**src/rtl/route_req_queue.sv**
```systemverilog
// Route request queue: edge-detects host route requests and buffers them in a
// small circular FIFO that feeds the input-0 arbiter.
module route_req_queue #(
    parameter int ADDR_W = 10,
    parameter int DEPTH  = 4
) (
    input  logic                     clk,
    input  logic                     rst_n,
    input  logic                     router_start_req,
    input  logic [ADDR_W-1:0]        router_scr_addr,
    input  logic [ADDR_W-1:0]        router_dst_addr,
    output logic                     arb_req_valid,
    input  logic                     arb_req_ready,
    output logic [ADDR_W-1:0]        arb_scr_addr,
    output logic [ADDR_W-1:0]        arb_dst_addr,
    output logic [$clog2(DEPTH):0]   q_count,
    output logic                     q_full,
    output logic                     err_self,
    output logic [7:0]               drop_cnt
);

    localparam int PTR_W = $clog2(DEPTH);
    localparam int CNT_W = PTR_W + 1;

    logic                    req_q;
    logic [PTR_W-1:0]        wr_ptr;
    logic [PTR_W-1:0]        rd_ptr;
    logic [CNT_W-1:0]        count;
    logic [2*ADDR_W-1:0]     mem [DEPTH];
    logic [2*ADDR_W-1:0]     head;

    logic detect;
    logic self_req;
    logic full;
    logic pop;
    logic push;
    logic drop;

    // A level held over several cycles is a single request.
    assign detect   = router_start_req & ~req_q;
    assign self_req = detect & (router_scr_addr == router_dst_addr);
    assign full     = (count == CNT_W'(DEPTH));
    assign pop      = (count != '0) & arb_req_ready;
    assign push     = detect & ~self_req & (~full | pop);
    assign drop     = detect & ~self_req & full & ~pop;

    always_ff @(posedge clk) begin
        if (!rst_n) begin
            req_q    <= 1'b0;
            wr_ptr   <= '0;
            rd_ptr   <= '0;
            count    <= '0;
            err_self <= 1'b0;
            drop_cnt <= 8'd0;
        end else begin
            req_q    <= router_start_req;
            err_self <= self_req;
            if (push) begin
                wr_ptr <= (wr_ptr == PTR_W'(DEPTH - 1)) ? '0 : wr_ptr + PTR_W'(1);
            end
            if (pop) begin
                rd_ptr <= (rd_ptr == PTR_W'(DEPTH - 1)) ? '0 : rd_ptr + PTR_W'(1);
            end
            case ({push, pop})
                2'b10:   count <= count + CNT_W'(1);
                2'b01:   count <= count - CNT_W'(1);
                default: count <= count;
            endcase
            if (drop && drop_cnt != 8'hFF) begin
                drop_cnt <= drop_cnt + 8'd1;
            end
        end
    end

    // Storage needs no reset: the head is masked whenever the queue is empty.
    always_ff @(posedge clk) begin
        if (rst_n && push) begin
            mem[wr_ptr] <= {router_scr_addr, router_dst_addr};
        end
    end

    assign head          = mem[rd_ptr];
    assign arb_req_valid = (count != '0);
    assign arb_scr_addr  = arb_req_valid ? head[2*ADDR_W-1:ADDR_W] : '0;
    assign arb_dst_addr  = arb_req_valid ? head[ADDR_W-1:0] : '0;
    assign q_count       = count;
    assign q_full        = full;

endmodule
```
**config.mk**
```make
export PLATFORM = sky130hd
export DESIGN_NAME = route_req_queue
export DESIGN_NICKNAME = d
export VERILOG_FILES = /design/src/rtl/route_req_queue.sv
export SDC_FILE = /design/constraint.sdc
export NUM_CORES = 1
export LEC_CHECK = 0
export BUFFER_PORTS_ARGS = -buffer_cell sky130_fd_sc_hd__buf_2
export CAP_MARGIN = 20
export CORE_UTILIZATION = 61
export CTS_CLUSTER_DIAMETER = 40
export DETAILED_ROUTE_END_ITERATION = 7
export PLACE_DENSITY = 0.84
export SLEW_MARGIN = 15
export SYNTH_ARGS = -nofsm -noshare
export SYNTH_HDL_FRONTEND = slang
export SYNTH_SLANG_ARGS = --single-unit
```
**constraint.sdc**
```tcl
create_clock -name clk -period 5.38 [get_ports clk]
set_input_delay 0.807 -clock clk [delete_from_list [all_inputs] [get_ports clk]]
set_output_delay 0.807 -clock clk [all_outputs]
set_load 0.03 [all_outputs]
```
Word level (Yosys, flattened, before mapping)
Memory sizes are Yosys's and may differ from the RTL's. A register that Yosys moved wholly into a read port is not among the register bits. Cells that the tools add are included.

Register bits: 17. Bits in writable memories: 80. Output and inout port bits: 34. Memories: 1.

Add/subtract/negate cells: 5. Eq/ne operators: 7. Multiplexer cells: 9. Bitwise logic cells: 12. Reductions and logical operators: 4.

Memories: mem (depth 4, bits a word 20, rd ports 1, clocked after memory_dff 1, wr ports 1, line 29) `logic [2*ADDR_W-1:0] mem [DEPTH];`.

Operators by type and width (number): 10-bit 2-to-1 mux (2); 10-bit == test (1); 8-bit by 1-bit adder with 8-bit output (second input constant) (1); 2-bit 2-to-1 mux (4); 8-bit != test (second input constant) (1); 1-bit bitwise AND (7); 2-bit == test (second input constant) (3); 3-bit case mux with 2 select lines (1); 2-bit by 1-bit adder with 2-bit output (second input constant) (2); 1-bit NOT (4); 3-bit by 1-bit adder with 3-bit output (second input constant) (1); 3-bit == test (second input constant) (1); 3-bit nonzero test (1); 3-bit by 1-bit subtractor with 3-bit output (second input constant) (1); 2-bit by 1-bit == test with 1-bit output (second input constant) (1); 1-bit logical AND (2); 1-bit 2-to-1 mux (2); 2-bit nonzero test (1); 1-bit bitwise OR (1).

Logic depth before layout (Yosys ltp)
Gate-level depths: netlist (run 1).

Depth after elaboration: 9. Gate-level depth with buffers: 8. Depth with buffers taken out: 8.

Worst setup path before layout (run 1)
Ideal clock, no wire load.

Kind: register -> output. Start: register count[0], in the netlist q_count[0]. End: output arb_dst_addr[0]. Arrival time: 1.621 ns. Path slack: 2.952 ns. Cell stages (with the launch flop): 4. Cell sequence: dfxtp_1 > or3_1 > clkbuf_1 > and2_1.

Longest elaborated chain between the ends: 2.

RTL lines: from (decl) (line 28) `logic [CNT_W-1:0] count;`; from (signal assigned) (line 65) `2'b10: count <= count + CNT_W'(1);`; from (signal assigned) (line 66) `2'b01: count <= count - CNT_W'(1);`; from (signal assigned) (line 67) `default: count <= count;`; 3-bit nonzero test (line 83) `assign arb_req_valid = (count != '0);`; via arb_req_valid (line 12) `output logic arb_req_valid,`; 10-bit 2-to-1 mux (line 85) `assign arb_dst_addr = arb_req_valid ? head[ADDR_W-1:0] : '0;`; to (decl) (line 15) `output logic [ADDR_W-1:0] arb_dst_addr,`.

The timed path passes the listed nets, and every way through them passes these cells.

==> results of run 1 <==
## per-stage QoR
step / cells / utilization / hold WS, ps / setup WS (ps)
after floorplan: 246 / - / 487 / 2950
after global placement: 372 / 0.691 / 471 / 1950
after detailed placement: 372 / 0.691 / 484 / 1860
after CTS: 388 / 0.720 / 497 / 2250
after global routing: 389 / 0.721 / 526 / 2330
final: 389 / 0.721 / 489 / 2470
## placed cells by master, fill, tap and decap left out, types with 3 or more instances in the layout
master,instances
sky130_fd_sc_hd__inv_1,3
sky130_fd_sc_hd__nand2_1,9
sky130_fd_sc_hd__nand2b_1,3
sky130_fd_sc_hd__ha_1,6
sky130_fd_sc_hd__o31ai_1,6
sky130_fd_sc_hd__a21oi_1,9
sky130_fd_sc_hd__or4_1,6
sky130_fd_sc_hd__xnor2_1,10
sky130_fd_sc_hd__and2_1,21
sky130_fd_sc_hd__nor3_1,3
sky130_fd_sc_hd__clkbuf_8,9
sky130_fd_sc_hd__and3_1,6
sky130_fd_sc_hd__o21ai_0,3
sky130_fd_sc_hd__mux4_2,20
sky130_fd_sc_hd__nand4_1,4
sky130_fd_sc_hd__nor2_1,4
sky130_fd_sc_hd__nand3_1,5
sky130_fd_sc_hd__mux2i_1,5
sky130_fd_sc_hd__edfxtp_1,80
sky130_fd_sc_hd__dfxtp_1,19
sky130_fd_sc_hd__buf_2,57
## worst reg2reg max path, delay by kind of cell (launching register included)
family | cells | cell delay (ps)
simple gates | 3 | 1200
flops | 1 | 400
fa+ha+maj | 1 | 390
compound gates | 1 | 370
mux | 1 | 120
## cell families (layout without fill, tap and decap cells)
group,after synthesis,after routing
multiplexers,25,25
buffers and inverters,13,79
AND/OR/NAND/NOR,68,68
flip-flops,99,99
AO/OA/AOI/OAI,24,24
XOR/XNOR,10,10
adder cells (fa/ha/maj),7,7
## path summary, 6_finish.rpt
path / to / slack [ps] / start / depth (start not counted)
min: drop_cnt[4] / 490 / drop_cnt[4] / 2
max reg2reg: q_count[2] / 2810 / q_count[0] / 6
max: arb_dst_addr[2] / 2470 / register / 3
min reg2reg: drop_cnt[4] / 490 / drop_cnt[4] / 2
## flip-flops by register name (all words and copies together), names as in the netlist, named ones only
signal,cells
drop_cnt,8
err_self,1
mem,80
q_count,3
rd_ptr,2
req_q,1
wr_ptr,2
## cell type report
| class | count | area (um^2) | share of cell area |
|---|---|---|---|
| inverters | 4 | 15.0 | 0.00324 |
| clock buffers | 9 | 124 | 0.0268 |
| repair buffers | 59 | 300 | 0.0649 |
| flip-flops and latches | 99 | 2780 | 0.601 |
| well taps | 77 | 96.3 | 0.0208 |
| clock inverters | 7 | 60.1 | 0.0130 |
| multi-input cells | 134 | 1250 | 0.270 |
## routing by layer
metal	GRT usage	vias to the layer above	share of wire
li1	-	1088	-
met1	0.255	1089	0.42
met4	0.0815	0	0.015
met5	0	-	0
met3	0.0663	6	0.045
met2	0.358	63	0.52
## power breakdown
part           total [mW]  internal, mW  switching, mW
combinational       0.725         0.265          0.460
clock               0.437         0.176          0.261
sequential          0.903         0.867         0.0368
==> flow_summary.json, run 1 <==
{
  "cp_data_arrival_time_ps": 2110,
  "end_kind": "output pin",
  "detail_route.first_pass.iterations": 6,
  "drcViolationCount": 12,
  "slowest_stage_delay_on_critical_path_ps": 960,
  "avgRoutedWirePerCell_um": 17.5,
  "ys_flop_type": "sky130_fd_sc_hd__edfxtp_1",
  "violated_checks": "DRC",
  "number_of_synthesized_flops_with_an_enable_pin": 80,
  "post_cts_buffers": 0,
  "p_leak_nw": 1.65,
  "ant_nets": 0,
  "power_mw": 2.07,
  "globalRouteOverflowTotal": 0,
  "finalHoldViolCount": 0,
  "synth-xor-area-share": 0.0214,
  "drive_gt1_frac": 0.314,
  "worst_pin_slew_ps": 1040,
  "yosys.area_share.adder": 0.0232,
  "power.density_cell_area_mw_per_mm2": 446,
  "yosys-top-cells-area": "sky130_fd_sc_hd__edfxtp_1 59%, sky130_fd_sc_hd__mux4_2 11%, sky130_fd_sc_hd__dfxtp_1 9.3%",
  "tritoncts.num_buffers": 9,
  "synthDominantAreaCellType": "sky130_fd_sc_hd__edfxtp_1",
  "finish.net_count": 338,
  "net_count_of_the_mapped_netlist": 277,
  "placement.cell_area_mm2": 0.00444,
  "dieWidth_um": 83.9,
  "cts-resized-gates": 0,
  "core_area_mm2": 0.00642,
  "cts.clk_slew.worst_paths_ps": 100,
  "synth_compound_area_frac": 0.0392,
  "ys_seq_area_frac": 0.680,
  "cell_variety_after_synth": 35,
  "ctsHoldBuffers": 0,
  "maxClockFrequency_mhz": 343,
  "crit_buf_inv": 1,
  "final_min_period_over_clock_period": 0.542,
  "finalCriticalPeriod_ps": 2910,
  "htreeDepth": 3,
  "cts_tree": "yes",
  "syn-cell-area_mm2": 0.00409,
  "post_synth_most_frequent_cells": "80 x sky130_fd_sc_hd__edfxtp_1, 21 x sky130_fd_sc_hd__and2_1, 20 x sky130_fd_sc_hd__mux4_2",
  "worst_path_max_delay_cell": "sky130_fd_sc_hd__dfxtp_1",
  "i_o_buffers": 57,
  "grt.total_usage": 0.211,
  "crit_path_cell_trace": "mux4_2 -> and2_1 -> buf_2",
  "netlist.area_leader.share": 0.587,
  "post_drt_via_cell_ratio": 5.77,
  "maxSlewHeadroom": 0.305,
  "via_count": 2246,
  "setup_viol_count_final": 0,
  "run_status": "finished, violations left",
  "fillerInstances": 409,
  "tritoncts_num_sinks": 99,
  "critPathMaxFanout": 20,
  "yosys.area_share.simple": 0.0997,
  "peakVddDrop_mv": 0.510,
  "chipHeight_um": 83.9,
  "hold_path.class": "register to register",
  "synth_area_per_cell_um2": 16.6,
  "initial_drt_markers": 90,
  "detailedPlacementHpwl_um": 4390,
  "antenna_cells": 0,
  "place_congestion": 0.796,
  "cts-root-buf": "sky130_fd_sc_hd__clkbuf_8",
  "antenna_found_initial": 0,
  "boundaryPins": 58,
  "slew_viol_final": 0,
  "rsz0062_at_grt": "false",
  "main_combinational_cell_family_by_area_after_synthesis": "multiplexers",
  "global_route_wire_length_before_repair_um": 10800,
  "cts_max_path_buffers": 2,
  "setup_tns_ps": 0,
  "worst_skew_pair.late_latency_ps": 360,
  "routed_wirelength_um": 6800,
  "final_area_mm2": 0.00463,
  "grt_start_max_net_pins": 23,
  "timing.max_cap.violations": 0,
  "library_cell_with_the_highest_instance_count_after_synthesis": "sky130_fd_sc_hd__edfxtp_1",
  "worstPathRequired_ps": 4570,
  "cpLargestDelayFamily": "flip-flops",
  "synth_async_sr_flop_share": 0,
  "flow.area_growth_from_synthesis_pct": 13.2,
  "syn_inst": 246,
  "num_rows": 29,
  "finClkSkew_ps": 11.9,
  "synth_seq_cells": 99,
  "grt_pass1_vias": 2190,
  "die_area_mm2": 0.00704,
  "initial_utilization": 0.637,
  "start_kind": "register",
  "yosys-mux-area-fraction": 0.122,
  "critPathKind": "register to output pin",
  "synthesis_warnings": 0
}
Note: power is estimated with default switching activity, not from simulation.
==> run 2: changes to the inputs <==
- CORE_UTILIZATION: 61 -> 57
- PLACE_DENSITY: 0.84 -> 0.79
- clock period: 5.38 -> 2.8 ns (I/O delays scaled with it)
==> run 2 against run 1 <==
Compared with the run above:
- the run now ends clean
- clock skew is 4.1 ps lower
- non-clock buffer count is 3 higher
- core utilization is 3.0 points lower
- critical path depth is 1 higher
- combinational power is 97% higher
- total power is 110% higher
- global-route usage is 0.33 points lower
- sequential cell count stayed put
- largest cell class unchanged
- largest power group unchanged
==> flow_summary.json, run 2 (synthesis results as in run 1) <==
{
  "flow.area_growth_from_synthesis_pct": 16.1,
  "critPathMaxFanout": 20,
  "final_cells": 411,
  "ctsHoldBuffers": 0,
  "run_status": "complete, no violations",
  "cts_tree": "yes",
  "drive_gt1_frac": 0.324,
  "setup_tns_ps": 0,
  "dp_cells": 394,
  "dieWidth_um": 86.7,
  "chipHeight_um": 86.7,
  "rsz0062_at_grt": "false",
  "peakVddDrop_mv": 0.497,
  "drcViolationCount": 0,
  "boundaryPins": 58,
  "p_leak_nw": 1.70,
  "final_common_cell": "sky130_fd_sc_hd__edfxtp_1",
  "grt_pass1_vias": 2211,
  "hold_ws_ps": 266,
  "globalRouteOverflowTotal": 0,
  "grt_start_max_net_pins": 22,
  "worstPathRequired_ps": 2380,
  "seqCellArea_mm2": 0.00278,
  "ant_nets": 0,
  "maxSlewHeadroom": 0.271,
  "initial_drt_markers": 139,
  "fillerInstances": 463,
  "finalHoldViolCount": 0,
  "worst_skew_pair.late_latency_ps": 360,
  "finish.net_count": 341,
  "global_route_wire_length_before_repair_um": 11200,
  "cts.clk_slew.worst_paths_ps": 90,
  "end_kind": "output pin",
  "die_area_mm2": 0.00752,
  "cts-root-buf": "sky130_fd_sc_hd__clkbuf_8",
  "tritoncts.num_buffers": 9,
  "final_min_period_over_clock_period": 0.847,
  "largest_register": "mem",
  "power.density_cell_area_mw_per_mm2": 893,
  "post_drt_via_cell_ratio": 5.58,
  "htreeDepth": 3,
  "cts_max_path_buffers": 2,
  "via_count": 2295,
  "antenna_found_initial": 0,
  "worst_slack_placed_ps": 217,
  "critPathKind": "register to output pin",
  "core_area_mm2": 0.00687,
  "placement.cell_area_mm2": 0.00448,
  "final_area_mm2": 0.00475,
  "maxClockFrequency_mhz": 422,
  "num_rows": 30,
  "power_mw": 4.24,
  "avgRoutedWirePerCell_um": 17.4,
  "tritoncts_num_sinks": 99,
  "timing.max_cap.violations": 0,
  "setup_ws_final_ps": 429,
  "post_cts_buffers": 0,
  "routed_wirelength_um": 7170,
  "largest_register_ff_count": 80,
  "top_library_cells_by_usage_in_the_layout_fill_and_taps_aside": "80 x sky130_fd_sc_hd__edfxtp_1, 57 x sky130_fd_sc_hd__buf_2, 21 x sky130_fd_sc_hd__and2_1",
  "start_kind": "register",
  "grt.total_usage": 0.208,
  "antenna_cells": 0,
  "finClkSkew_ps": 7.72,
  "finalCriticalPeriod_ps": 2370,
  "hold_path.class": "primary input to register",
  "multi_input_area_mm2": 0.00125,
  "worst_pin_slew_ps": 1090,
  "detailedPlacementHpwl_um": 4570,
  "place_congestion": 0.800,
  "post-route-util": 0.691,
  "cts-resized-gates": 0,
  "initial_utilization": 0.595,
  "slew_viol_final": 0,
  "detail_route.first_pass.iterations": 4,
  "setup_viol_count_final": 0,
  "cp_data_arrival_time_ps": 1950,
  "i_o_buffers": 57
}
==> run 2: report_power, final <==
group / switching (mW) / internal, mW
combinational: 0.900 / 0.530
clock: 0.489 / 0.599
sequential: 0.0580 / 1.66
total: 1.45 / 2.79
==> run 2: cell type report <==
class                   instances  area share
flip-flops and latches         99       0.586
multi-input cells             134       0.264
repair buffers                 62      0.0696
clock buffers                   9      0.0261
clock inverters                 7      0.0261
well taps                      96      0.0253
inverters                       4     0.00316
==> run 2: worst paths after layout <==
check,start,endpoint,slack [ps],depth (start not counted)
worst max-delay path,register,arb_scr_addr[1],430,4
worst max register to register,req_q,mem[2][5],470,4
worst min-delay path,router_start_req,req_q,270,2
worst min register to register,drop_cnt[5],drop_cnt[5],490,2
==> run 2: worst max-delay path: stages, from the launching register on <==
cell and delay, ps:
sky130_fd_sc_hd__dfxtp_1 320, sky130_fd_sc_hd__buf_4 370, sky130_fd_sc_hd__mux4_2 550, sky130_fd_sc_hd__and2_1 180, sky130_fd_sc_hd__buf_2 170
==> run 2: layer usage <==
| metal | share of wire | vias up | wire length [um] | GRT usage |
|---|---|---|---|---|
| met4 | 0.018 | 0 | 128 | 0.100 |
| met2 | 0.51 | 49 | 3660 | 0.334 |
| met1 | 0.44 | 1146 | 3130 | 0.268 |
| met3 | 0.035 | 12 | 249 | 0.0524 |
| met5 | 0 | - | 0 | 0 |
| li1 | - | 1088 | - | - |
